--- src/rtl/mult_pipeline.sv ---
// Five-stage pipelined RV32M multiplier (MUL/MULH/MULHSU/MULHU).
// Never stalls; in-flight destinations are exported for hazard detection.
module mult_pipeline (
  input  logic        clk_i,
  input  logic        rsn_i,
  input  logic        kill_i,
  input  logic        mult_valid_i,
  input  logic [31:0] mult_rs1_data_i,
  input  logic [31:0] mult_rs2_data_i,
  input  logic [4:0]  mult_write_addr_i,
  input  logic [31:0] mult_instruction_i,
  input  logic [31:0] mult_pc_i,
  output logic [31:0] mult5_int_write_data_o,
  output logic [4:0]  mult5_write_addr_o,
  output logic        mult5_int_write_enable_o,
  output logic [31:0] mult5_instruction_o,
  output logic [31:0] mult5_pc_o,
  output logic [4:0]  mult_pend_valid_o,
  output logic [24:0] mult_pend_addr_o
);

  logic [4:0]  vld;
  logic [4:0]  addr  [5];
  logic [31:0] instr [5];
  logic [31:0] pc    [5];

  logic [32:0] a1, b1, a2;
  logic [16:0] bhi2;
  logic [49:0] pp_lo2, pp_lo3;
  logic [47:0] pp_hi3;
  logic [63:0] prod4;
  logic [31:0] res5;

  logic        accept;
  logic [1:0]  func;
  logic        a_sgn, b_sgn;
  logic [49:0] pp_lo_c;
  logic [47:0] pp_hi_c;
  logic [63:0] prod_c;
  logic [31:0] res_c;

  assign func   = mult_instruction_i[13:12];
  assign accept = mult_valid_i
                & (mult_instruction_i[6:0]   == 7'b0110011)
                & (mult_instruction_i[31:25] == 7'b0000001)
                & ~mult_instruction_i[14];
  assign a_sgn  = (func != 2'b11);
  assign b_sgn  = ~func[1];

  // Product split on B: low 16 bits (unsigned) in M2, high 17 bits (signed) in M3.
  assign pp_lo_c = {{17{a1[32]}}, a1} * {34'b0, b1[15:0]};
  assign pp_hi_c = {{15{a2[32]}}, a2} * {{31{bhi2[16]}}, bhi2};
  assign prod_c  = {{14{pp_lo3[49]}}, pp_lo3} + {pp_hi3, 16'b0};
  assign res_c   = (instr[3][13:12] == 2'b00) ? prod4[31:0] : prod4[63:32];

  // Only M1 is gated: bubbles hold all-zero fields, so later stages just copy.
  always_ff @(posedge clk_i or negedge rsn_i) begin
    if (!rsn_i) begin
      vld <= '0;
      for (int i = 0; i < 5; i++) begin
        addr[i]  <= '0;
        instr[i] <= '0;
        pc[i]    <= '0;
      end
      a1 <= '0; b1 <= '0; a2 <= '0; bhi2 <= '0;
      pp_lo2 <= '0; pp_lo3 <= '0; pp_hi3 <= '0; prod4 <= '0; res5 <= '0;
    end else if (kill_i) begin
      vld <= '0;
      for (int i = 0; i < 5; i++) begin
        addr[i]  <= '0;
        instr[i] <= '0;
        pc[i]    <= '0;
      end
      a1 <= '0; b1 <= '0; a2 <= '0; bhi2 <= '0;
      pp_lo2 <= '0; pp_lo3 <= '0; pp_hi3 <= '0; prod4 <= '0; res5 <= '0;
    end else begin
      vld      <= {vld[3:0], accept};
      addr[0]  <= accept ? mult_write_addr_i : '0;
      instr[0] <= accept ? mult_instruction_i : '0;
      pc[0]    <= accept ? mult_pc_i : '0;
      a1       <= accept ? {a_sgn & mult_rs1_data_i[31], mult_rs1_data_i} : '0;
      b1       <= accept ? {b_sgn & mult_rs2_data_i[31], mult_rs2_data_i} : '0;
      for (int i = 1; i < 5; i++) begin
        addr[i]  <= addr[i-1];
        instr[i] <= instr[i-1];
        pc[i]    <= pc[i-1];
      end
      a2     <= a1;
      bhi2   <= b1[32:16];
      pp_lo2 <= pp_lo_c;
      pp_lo3 <= pp_lo2;
      pp_hi3 <= pp_hi_c;
      prod4  <= prod_c;
      res5   <= res_c;
    end
  end

  assign mult5_int_write_data_o   = res5;
  assign mult5_write_addr_o       = addr[4];
  assign mult5_int_write_enable_o = vld[4];
  assign mult5_instruction_o      = instr[4];
  assign mult5_pc_o               = pc[4];
  assign mult_pend_valid_o        = vld;
  assign mult_pend_addr_o         = {addr[4], addr[3], addr[2], addr[1], addr[0]};

endmodule

--- config.mk ---
export PLATFORM = sky130hd
export DESIGN_NAME = mult_pipeline
export DESIGN_NICKNAME = d
export VERILOG_FILES = /design/src/rtl/mult_pipeline.sv
export SDC_FILE = /design/constraint.sdc
export NUM_CORES = 2
export LEC_CHECK = 0
export CORE_UTILIZATION = 63
export CTS_BUF_LIST = sky130_fd_sc_hd__clkbuf_8
export CTS_CLUSTER_SIZE = 16
export DETAILED_ROUTE_END_ITERATION = 10
export PLACE_DENSITY = 0.82
export SETUP_SLACK_MARGIN = 0.2
export SLEW_MARGIN = 15
export SYNTH_ARGS = -nofsm -noshare
export SYNTH_HDL_FRONTEND = slang
export SYNTH_SLANG_ARGS = --single-unit
--- constraint.sdc ---
create_clock -name clk_i -period 17.9 [get_ports clk_i]
set_clock_uncertainty 0.15 [all_clocks]
set_input_delay 5.37 -clock clk_i [delete_from_list [all_inputs] [get_ports clk_i]]
set_output_delay 5.37 -clock clk_i [all_outputs]
set_load 0.005 [all_outputs]
==> impl_metrics.py <==
metrics = {
    "place": {
        "port_buffers": 268,
        "place_ws_ps": 9111,
        "place_hpwl_mm": 110.9,
        "gp_congestion": 0.9414,
    },
    "min_path": {
        "hold_start": "pp_lo2[31]$_DFF_PN0_",
        "hp-class": "reg -> reg",
    },
    "timing": {
        "fin_crit_ps": 7814,
        "fin_setup_tns_ps": 0,
        "finalHoldViolations": 0,
        "rsz0062_at_grt": "false",
        "post-route-period-util_pct": 43.65,
        "holdWs_ps": 256.7,
        "slew_headroom_pct": 22.67,
        "timing.fmax_ghz": 0.1280,
        "timing.final.ws_setup_ps": 10090,
        "slew_violations": 0,
        "setup_viol": 0,
        "worstMarginPinSlew_ps": 1160,
    },
    "routing": {
        "wl_per_cell_um": 19.67,
        "ant_nets": 0,
        "routed-via-count": 43060,
        "first_pass_iters": 8,
        "routed_wl_mm": 153.1,
        "avgViaCountPerCell": 5.534,
        "first_iter_violations": 3401,
        "drc": 0,
    },
    "pwr": {
        "p_leak_nw": 35.53,
        "powerDensity_mw_per_mm2": 45.07,
        "peakVddDrop_mv": 0.07213,
        "finalPower_mw": 3.089,
    },
    "yosys": {
        "synth_seq_cells": 710,
        "synth_edf_count": 0,
        "syn_area_mm2": 0.06302,
        "synth_cells": 6305,
        "synth_cell_type_count": 80,
        "yosys.area.top_type": "fa_1",
        "ys_seq_area_share_pct": 28.19,
        "async_reset_ff_share_pct": 100.0,
        "synth.avg_cell_area_um2": 9.995,
        "synth_area_leaders": "fa_1 (33%), dfrtp_1 (28%), inv_1 (7.1%), ha_1 (5.6%), and2_1 (5.4%)",
        "yosysTopAreaCellShare_pct": 32.59,
        "synth_ff_type": "dfrtp_1",
        "ys_warn_count": 0,
    },
    "clocking": {
        "post_cts_buffers": 0,
        "cts_tree": "built",
        "cts.clk_slew.worst_paths_ps": 60,
        "clock-root-buffer": "clkbuf_8",
        "cts_max_path_buffers": 3,
        "cts_resized": 0,
        "cts_buffers": 108,
        "clk_latency_ps": 810,
        "hold_buffers": 0,
        "cts.sink_count": 710,
        "h-tree-depth": 3,
    },
    "status": {
        "status": "finished, final reports clean",
    },
    "global_route": {
        "gr-usage-all-layers_pct": 31.53,
        "grt_max_degree": 201,
        "grt_pass1_vias": 46880,
        "grt_pass1_wl_mm": 248.0,
        "grt_overflow": 0,
        "antenna_found_initial": 15,
    },
    "setup_path": {
        "crit_type": "in -> async",
        "crit_fanout": 129,
        "cp.arrival_ps": 8450,
        "critPathCaptureType": "async pin",
        "r2r_start": "bhi2[2]$_DFF_PN0_",
        "cp.required_ps": 18540,
        "cp-startpoint": "rsn_i",
        "critPathLaunchType": "input port",
    },
    "layout": {
        "final_nets": 7841,
        "utilization_pct": 69.43,
        "syn_to_final_growth_pct": 8.748,
        "drive_gt1_share_pct": 3.948,
    },
    "floorplanning": {
        "die-height_um": 318.3,
        "pin_count": 269,
        "num_rows": 115,
        "core_area_mm2": 0.09871,
        "fp.dieArea_mm2": 0.1013,
        "start_util_pct": 63.85,
        "die_x_um": 318.3,
    },
    "run": {
        "drv_cap": 0,
    },
}
[power by group]
group          internal [mW]  leakage (nW)  total (mW)  switching (mW)
clock network          0.729          1.32        1.39           0.664
logic                 0.0309          24.3      0.0858          0.0548
registers               1.61          9.88        1.61        0.000913
total                   2.37          35.5        3.09           0.719
[state kept, by name, summed over array words and instances, names as in the netlist, 33 cells and up]
register / cells
a1: 33
pc: 128
pp_hi3: 48
prod4: 64
a2: 33
pp_lo2: 50
b1: 33
instr: 128
pp_lo3: 50
[metal layers]
layer	GRT usage (%)	vias up	share of wire [%]
met1	41.57	21780	38
met2	50.27	2062	47
met3	8.147	439	10
met5	0	-	0.082
li1	-	18770	-
met4	12.57	12	3.9
[cell usage in the layout, fill, tap and decap left out, types with 133 or more instances in the layout]
cell	instances
dfrtp_1	706
and2_1	546
nand2_1	792
fa_1	1026
a21oi_1	183
inv_1	1234
nor2b_1	431
nor2_1	209
ha_1	280
clkbuf_8	133
clkdlybuf4s50_1	266
[synthesized netlist by cell type (all sizes together) (79+ instances only)]
cell,count
clkbuf,269
ha,280
nor2,211
fa,1026
buf,79
nor2b,431
a21oi,185
o21ai,84
and2,546
dfrtp,710
inv,1193
nand2,792
[layout make-up]
type	count	area, µm²
multi-input cells	4061	39210
clock inverters	63	473.0
flip-flops and latches	710	17770
fillers	7228	30170
well taps	1287	1610
inverters	1194	4482
diodes	10	25.02
repair buffers	323	3131
clock buffers	133	1831
[worst max-delay path, stage by stage]
cell and delay (ps):
buf_8 630, buf_4 730, buf_4 750, buf_4 780
[cells by family (layout without fill, tap and decap cells)]
logic type	after synthesis	count (layout)	share of synthesized area, %
xor+xnor	129	129	1.793
simple gates	2126	2126	17.09
fa+ha+maj	1306	1306	38.15
buf+inv	1543	1713	9.657
compound gates	478	478	4.892
mux	12	12	0.2144
other cells	1	20	0.005950
flops	710	710	28.19
[worst paths after layout]
path,endpoint,slack [ps],depth (start not counted)
setup / recovery,prod4[53]$_DFF_PN0_,10090,4
hold / removal,pp_lo3[31]$_DFF_PN0_,260,1
setup reg to reg,pp_hi3[47]$_DFF_PN0_,10480,20
hold reg to reg,pp_lo3[31]$_DFF_PN0_,260,1
max in group clk_i,pp_hi3[47]$_DFF_PN0_,10480,20
min in group asynchronous,mult5_pc_o[22]$_DFF_PN0_,4500,1
[through the flow]
step / std cells / area [µm²]
4_1_cts: 7771 / 68510
6_report: 7781 / 68530
2_1_floorplan: 6314 / 63050
5_1_grt: 7780 / 68530
3_5_place_dp: 7575 / 66200
3_3_place_gp: 7575 / 66200
No activity file was read; power rests on OpenSTA's default activity.
